===== config.mk =====
export PLATFORM = sky130hd
export DESIGN_NAME = riscv_lsu_ma
export DESIGN_NICKNAME = d
export VERILOG_FILES = /design/src/rtl/riscv_pkg.sv /design/src/rtl/riscv_lsu_align.sv /design/src/rtl/riscv_lsu_ma.sv
export SDC_FILE = /design/constraint.sdc
export NUM_CORES = 1
export LEC_CHECK = 0
export CAP_MARGIN = 20
export CORE_ASPECT_RATIO = 1.4
export CORE_MARGIN = 2
export CORE_UTILIZATION = 48
export DETAILED_ROUTE_END_ITERATION = 10
export PLACE_DENSITY = 0.78
export SKIP_CTS_REPAIR_TIMING = 1
export SYNTH_ARGS = -nofsm -noshare
export SYNTH_HDL_FRONTEND = slang
export SYNTH_SLANG_ARGS = --single-unit

===== constraint.sdc =====
create_clock -name clk_i -period 4 [get_ports clk_i]
set_input_delay 0.4 -clock clk_i [delete_from_list [all_inputs] [get_ports clk_i]]
set_output_delay 0.4 -clock clk_i [all_outputs]
set_load 0.05 [all_outputs]

===== src/rtl/riscv_pkg.sv =====
// Shared load/store definitions for the RISC-V LSU: access size codes,
// the LSU state encoding and the byte-mask lookup.
package riscv_pkg;

  // Access size codes (funct3 encoding); 3, 6 and 7 are illegal.
  localparam logic [2:0] LDST_B  = 3'd0;
  localparam logic [2:0] LDST_H  = 3'd1;
  localparam logic [2:0] LDST_W  = 3'd2;
  localparam logic [2:0] LDST_BU = 3'd4;
  localparam logic [2:0] LDST_HU = 3'd5;

  typedef enum logic [1:0] {
    IDLE  = 2'd0,
    BEAT0 = 2'd1,
    BEAT1 = 2'd2,
    DONE  = 2'd3
  } lsu_state_t;

  // Unshifted byte mask for a size code; zero marks an illegal code.
  function automatic logic [3:0] ldst_base_mask(input logic [2:0] size);
    logic [3:0] m;
    m = 4'b0000;
    case (size)
      LDST_B, LDST_BU: m = 4'b0001;
      LDST_H, LDST_HU: m = 4'b0011;
      LDST_W:          m = 4'b1111;
      default:         m = 4'b0000;
    endcase
    return m;
  endfunction

endpackage


===== src/rtl/riscv_lsu_align.sv =====
// Combinational lane steering for the LSU: byte enables and store data for
// both beats, load-data extraction/extension, and size/alignment decode.
module riscv_lsu_align
  import riscv_pkg::*;
(
  input  logic [1:0]  off,
  input  logic [2:0]  size,
  input  logic [31:0] wd,
  input  logic [31:0] rd0,
  input  logic [31:0] rd1,
  output logic [3:0]  be0,
  output logic [3:0]  be1,
  output logic [31:0] wd0,
  output logic [31:0] wd1,
  output logic [31:0] rd,
  output logic        illegal,
  output logic        misaligned
);

  logic [3:0]  base;
  logic [7:0]  mask;
  logic [63:0] wide_wd;
  logic [31:0] shifted;

  // Mask, store-data shift and alignment classification.
  always_comb begin
    base       = ldst_base_mask(size);
    illegal    = (base == 4'b0000);
    mask       = {4'b0000, base} << off;
    be0        = mask[3:0];
    be1        = mask[7:4];
    wide_wd    = {32'h0, wd} << {off, 3'b000};
    wd0        = wide_wd[31:0];
    wd1        = wide_wd[63:32];
    misaligned = (((size == LDST_H) || (size == LDST_HU)) && (off == 2'd3)) ||
                 ((size == LDST_W) && (off != 2'd0));
  end

  // Load result: realign the two beats, then sign/zero-extend to 32 bits.
  always_comb begin
    shifted = 32'({rd1, rd0} >> {off, 3'b000});
    rd      = 32'h0;
    case (size)
      LDST_B:  rd = {{24{shifted[7]}}, shifted[7:0]};
      LDST_BU: rd = {24'h0, shifted[7:0]};
      LDST_H:  rd = {{16{shifted[15]}}, shifted[15:0]};
      LDST_HU: rd = {16'h0, shifted[15:0]};
      LDST_W:  rd = shifted;
      default: rd = 32'h0;
    endcase
  end

endmodule


===== src/rtl/riscv_lsu_ma.sv =====
// RISC-V load/store unit with misaligned-access support: splits an access
// that crosses a word boundary into two word beats on a single-beat memory
// handshake, with per-beat timeout and error reporting.
module riscv_lsu_ma
  import riscv_pkg::*;
#(
  parameter bit          MISALIGN_EN = 1'b1,
  parameter int unsigned TIMEOUT     = 16
) (
  input  logic        clk_i,
  input  logic        rst_ni,
  input  logic        core_req_i,
  input  logic        core_we_i,
  input  logic [2:0]  core_size_i,
  input  logic [31:0] core_addr_i,
  input  logic [31:0] core_wd_i,
  output logic [31:0] core_rd_o,
  output logic        core_stall_o,
  output logic        core_err_o,
  output logic        core_misalign_o,
  output logic        mem_req_o,
  output logic        mem_we_o,
  output logic [3:0]  mem_be_o,
  output logic [31:0] mem_addr_o,
  output logic [31:0] mem_wd_o,
  input  logic [31:0] mem_rd_i,
  input  logic        mem_ready_i
);

  lsu_state_t  state_q, state_d;
  logic [31:0] addr_q, addr_d, wd_q, wd_d, rd0_q, rd0_d, rd1_q, rd1_d, tmo_q, tmo_d;
  logic [2:0]  size_q, size_d;
  logic        we_q, we_d, err_q, err_d, mis_q, mis_d;

  logic        idle, beat1, done, reject, issue, tmo_hit;
  logic [31:0] sel_addr, sel_wd, base_addr, tmo_inc;
  logic [2:0]  sel_size;
  logic        sel_we;
  logic [3:0]  a_be0, a_be1;
  logic [31:0] a_wd0, a_wd1, a_rd;
  logic        a_illegal, a_misaligned;

  // In IDLE beat0 goes out the same cycle, so steer from the live core inputs.
  always_comb begin
    idle      = (state_q == IDLE);
    beat1     = (state_q == BEAT1);
    done      = (state_q == DONE);
    sel_addr  = idle ? core_addr_i : addr_q;
    sel_size  = idle ? core_size_i : size_q;
    sel_wd    = idle ? core_wd_i : wd_q;
    sel_we    = idle ? core_we_i : we_q;
    base_addr = {sel_addr[31:2], 2'b00};
    reject    = a_illegal | (a_misaligned & ~MISALIGN_EN);
    issue     = (idle & core_req_i & ~reject) | (state_q == BEAT0) | beat1;
    tmo_inc   = tmo_q + 32'd1;
    tmo_hit   = (TIMEOUT != 0) && issue && !mem_ready_i && (tmo_inc >= TIMEOUT);
  end

  riscv_lsu_align u_align (
    .off        (sel_addr[1:0]),
    .size       (sel_size),
    .wd         (sel_wd),
    .rd0        (rd0_q),
    .rd1        (rd1_q),
    .be0        (a_be0),
    .be1        (a_be1),
    .wd0        (a_wd0),
    .wd1        (a_wd1),
    .rd         (a_rd),
    .illegal    (a_illegal),
    .misaligned (a_misaligned)
  );

  // Next-state: latch the request in IDLE, then advance on beat completion or timeout.
  always_comb begin
    state_d = state_q;
    addr_d  = addr_q;
    size_d  = size_q;
    we_d    = we_q;
    wd_d    = wd_q;
    rd0_d   = rd0_q;
    rd1_d   = rd1_q;
    err_d   = err_q;
    mis_d   = mis_q;
    tmo_d   = tmo_q;
    unique case (state_q)
      IDLE: begin
        if (core_req_i) begin
          addr_d = core_addr_i;
          size_d = core_size_i;
          we_d   = core_we_i;
          wd_d   = core_wd_i;
          rd0_d  = 32'h0;
          rd1_d  = 32'h0;  // stays zero when beat1 is skipped
          err_d  = 1'b0;
          mis_d  = 1'b0;
          tmo_d  = 32'h0;
          if (reject) begin
            err_d   = 1'b1;
            mis_d   = ~a_illegal;
            state_d = DONE;
          end
        end
      end
      DONE:    state_d = IDLE;
      default: ;
    endcase
    if (issue) begin
      if (mem_ready_i) begin
        tmo_d = 32'h0;
        if (beat1) begin
          rd1_d   = mem_rd_i;
          state_d = DONE;
        end else begin
          rd0_d   = mem_rd_i;
          state_d = (a_be1 != 4'b0000) ? BEAT1 : DONE;
        end
      end else if (tmo_hit) begin
        tmo_d   = 32'h0;
        err_d   = 1'b1;
        state_d = DONE;
      end else begin
        tmo_d   = tmo_inc;
        state_d = beat1 ? BEAT1 : BEAT0;
      end
    end
  end

  // State and access registers; reset abandons any access in flight.
  always_ff @(posedge clk_i or negedge rst_ni) begin
    if (!rst_ni) begin
      state_q <= IDLE;
      addr_q  <= 32'h0;
      size_q  <= 3'd0;
      we_q    <= 1'b0;
      wd_q    <= 32'h0;
      rd0_q   <= 32'h0;
      rd1_q   <= 32'h0;
      err_q   <= 1'b0;
      mis_q   <= 1'b0;
      tmo_q   <= 32'h0;
    end else begin
      state_q <= state_d;
      addr_q  <= addr_d;
      size_q  <= size_d;
      we_q    <= we_d;
      wd_q    <= wd_d;
      rd0_q   <= rd0_d;
      rd1_q   <= rd1_d;
      err_q   <= err_d;
      mis_q   <= mis_d;
      tmo_q   <= tmo_d;
    end
  end

  // Outputs; gating with rst_ni keeps every output low while in reset.
  always_comb begin
    mem_req_o       = rst_ni & issue;
    mem_we_o        = mem_req_o & sel_we;
    mem_be_o        = mem_req_o ? (beat1 ? a_be1 : a_be0) : 4'b0000;
    mem_addr_o      = mem_req_o ? (base_addr + (beat1 ? 32'd4 : 32'd0)) : 32'h0;
    mem_wd_o        = mem_req_o ? (beat1 ? a_wd1 : a_wd0) : 32'h0;
    core_stall_o    = rst_ni & core_req_i & ~done;
    core_err_o      = rst_ni & done & err_q;
    core_misalign_o = rst_ni & done & mis_q;
    core_rd_o       = (rst_ni && done && !err_q && !we_q) ? a_rd : 32'h0;
  end

endmodule


==> run summary <==
CP Class: reg -> out
Post-synth EDFFs: 0
Clock Sinks: 159
Via count: 10100
FF/Latch Area: 3980 µm²
Worst-path clk slew: 70 ps
Slowest stage cell on the critical path: dfrtp_1
Row count: 64
Die Height: 179 µm
Chip width: 129 µm
Status: finished with violations
Residual DRC: 0
TritonCTS clock tree: built
Comb pwr share: 0.611
Max clock buf depth: 2
Post-route ant nets: 0
Max Freq: 260 MHz
Switching Share: 0.466
Kind of end point of the critical path: primary output
Die area: 23200 µm²
Util after Layout: 0.666
GRT Util Overall: 0.270
Max-cap viol count: 0
Pwr dens: 779 nW/µm²
Pin count of the biggest net entering global routing: 69
Final GP Congestion: 0.877
Vias/cell: 5.96
Static leakage: 0.00601 µW
Clock Power Share: 0.145
Failing checks: negative hold slack
Area leader, netlist: dfrtp_1
Cell Int Power: 6010 µW
Most frequent cell after synthesis: nand2_1
GRT Residual Overflow: 0
Clk root buf: clkbuf_16
Synth top area cells: dfrtp_1, mux2_2, nand2_1, mux2i_1, a21oi_1
Clk_lat worst skew: 430 ps
Final period util: 0.960
M3 GR Usage: 0.0483
Final net count: 1496
H-tree depth: 4
CP max FO: 9
Sequential area share after synthesis: 0.378
CP max stage delay: 410 ps
Core ar.: 21700 µm²
R2R depth: 9
CP required: 3600 ps
Vias in the first global route: 9777
Met2 Usage GRT: 0.469
Global-route track usage on met1: 0.318
Worst R2R Setup Slack: 1010 ps
Mean Syn Cell Area: 8.76 µm²
Cells after Synth: 1203
Final min period: 3840 ps
Ys async rst share: 1.00
Share of layout cells above drive strength 1: 0.239
Fin Hold WS: -31.4 ps
Most used flip-flop cell after synthesis: dfrtp_1
Initial core utilization: 0.486
Startpoint types: register
Multi-input logic area: 6430 µm²
Clock skew: 7.77 ps
Peak supply drop: 0.446 mV
Final wirelength: 31800 µm
Critical Path AT: 3440 ps
Synthesized cell area: 10500 µm²
Final hold viol count: 62
Fillers: 1681
Most Used Layer, Global Route: met2
Layout area overhead: 37.1%
Drt pass-1 iters: 5
Worst path cell trace: inv_1 -> ha_4 -> mux2_4 -> ha_4 -> ha_2 -> inv_1 -> a221o_1 -> nor4_4 -> and3b_2 -> and2_4 -> nand3_1 -> xnor2_2 -> nor2_4 -> buf_12
Antenna violations before repair: 1
I/O pin total: 209
Fin. max-slew vios: 0
Worst hold path type: in -> async
Psw: 5240 µW
Worst slew pin tran: 889 ps
Num CTS Buffers: 17
Buffers on Ports: 205
Flops & latches, synth: 159
Synth Warn #: 0
DPL Wire Length: 22100 µm
Final setup violating endpoints: 0
Routed wire per std cell: 18.7 µm
First-pass GRT wire length: 49500 µm
Post-synth cell types: 75
Synth top cells by count: nand2_1, dfrtp_1, mux2_2, nor2_1, a21oi_1
Sequential share of power: 0.243
Headroom to the max-slew limit: 0.408
Share of Yosys cell area claimed by the top area cell type: 0.378
Initial DRC count: 985
[placed cells by master (no fill, tap or decap), types with 11 or more instances in the layout]
master	n
a22oi_1	25
dfrtp_1	159
and2_1	30
buf_4	68
mux2i_1	48
nand4_1	11
o21ai_0	54
nand3_1	50
xor2_1	19
inv_1	11
nor3_1	15
nor2_1	85
nand2_1	222
a21oi_1	73
clkdlybuf4s50_1	104
nor2b_1	18
a22o_1	26
clkbuf_16	17
a211oi_1	11
mux2_2	92
buf_12	72
and3_1	13
[final cells by class]
class,count,share of cell area
Inverter,11,0.00286
Tap cell,297,0.0257
Clock buffer,18,0.0304
Timing Repair Buffer,247,0.210
Multi-Input combinational cell,949,0.446
Sequential cell,159,0.275
Antenna cell,1,0.000173
Clock inverter,14,0.0103
[through the flow]
| step | setup slack [ps] | total power, µW | setup TNS [ps] | cells | area [µm²] |
|---|---|---|---|---|---|
| final | 160 | 11300 | 0 | 1696 | 14400 |
| after global routing | -15.8 | 11900 | -32.8 | 1696 | 14400 |
| after CTS | -213 | 11100 | -3030 | 1682 | 14300 |
| after detailed placement | 245 | 9450 | 0 | 1650 | 13700 |
| after global placement | 428 | 9260 | 0 | 1650 | 13700 |
| after floorplan | -24.2 | 7180 | -24.2 | 1205 | 10700 |
[worst max-delay path: cells and delay by family, from the launching register on]
family / cells / cell delay [ps]
AOI/OAI and AO/OA: 1 / 330
xor gates and xnor gates: 1 / 190
adders and majority gates: 3 / 530
buffers and inverters: 3 / 330
DFF: 1 / 410
muxes: 1 / 180
and+or+nand+nor: 5 / 1040
[flip-flops by register name, summed over array words and instances (netlist names)]
signal   cells
rd0_q       32
size_q       3
err_q        1
wd_q        32
state_q      2
addr_q      32
we_q         1
rd1_q       24
tmo_q       32
[power by group through the flow]
| stage | Combinational, µW | Sequential, µW | Clock (µW) |
|---|---|---|---|
| 2_1_floorplan | 4620 | 2560 | 0 |
| 3_3_place_gp | 6560 | 2700 | 0 |
| 3_5_place_dp | 6710 | 2740 | 0 |
| 4_1_cts | 6740 | 2720 | 1660 |
| 5_1_grt | 7370 | 2810 | 1730 |
| 6_report | 6880 | 2740 | 1640 |
[per-layer routing]
metal,routed length [µm],part of all wire
met3,1880,0.059
met5,0,0
met4,1570,0.050
met1,12300,0.39
met2,16100,0.51
[cells by family after synthesis]
| logic type | after synthesis | share of synthesized area |
|---|---|---|
| compound gates | 252 | 0.159 |
| xor+xnor | 32 | 0.0266 |
| fa+ha+maj | 7 | 0.00831 |
| buf+inv | 97 | 0.0376 |
| flops | 159 | 0.378 |
| mux | 148 | 0.156 |
| other cells | 1 | 0.000356 |
| simple gates | 507 | 0.234 |
[worst paths after layout]
path	from	endpoint
max in group asynchronous	rst_ni	rd0_q[25]$_DFF_PN0_
hold / removal	rst_ni	rd0_q[7]$_DFF_PN0_
setup reg to reg	tmo_q[0]$_DFFE_PN0P_	state_q[1]$_DFFE_PN0P_
min in group clk_i	rd1_q[18]$_DFF_PN0_	rd1_q[18]$_DFF_PN0_
setup / recovery	state_q[0]$_DFFE_PN0P_	mem_addr_o[30]
hold reg to reg	rd1_q[18]$_DFF_PN0_	rd1_q[18]$_DFF_PN0_
No activity file was read; power rests on OpenSTA's default activity.
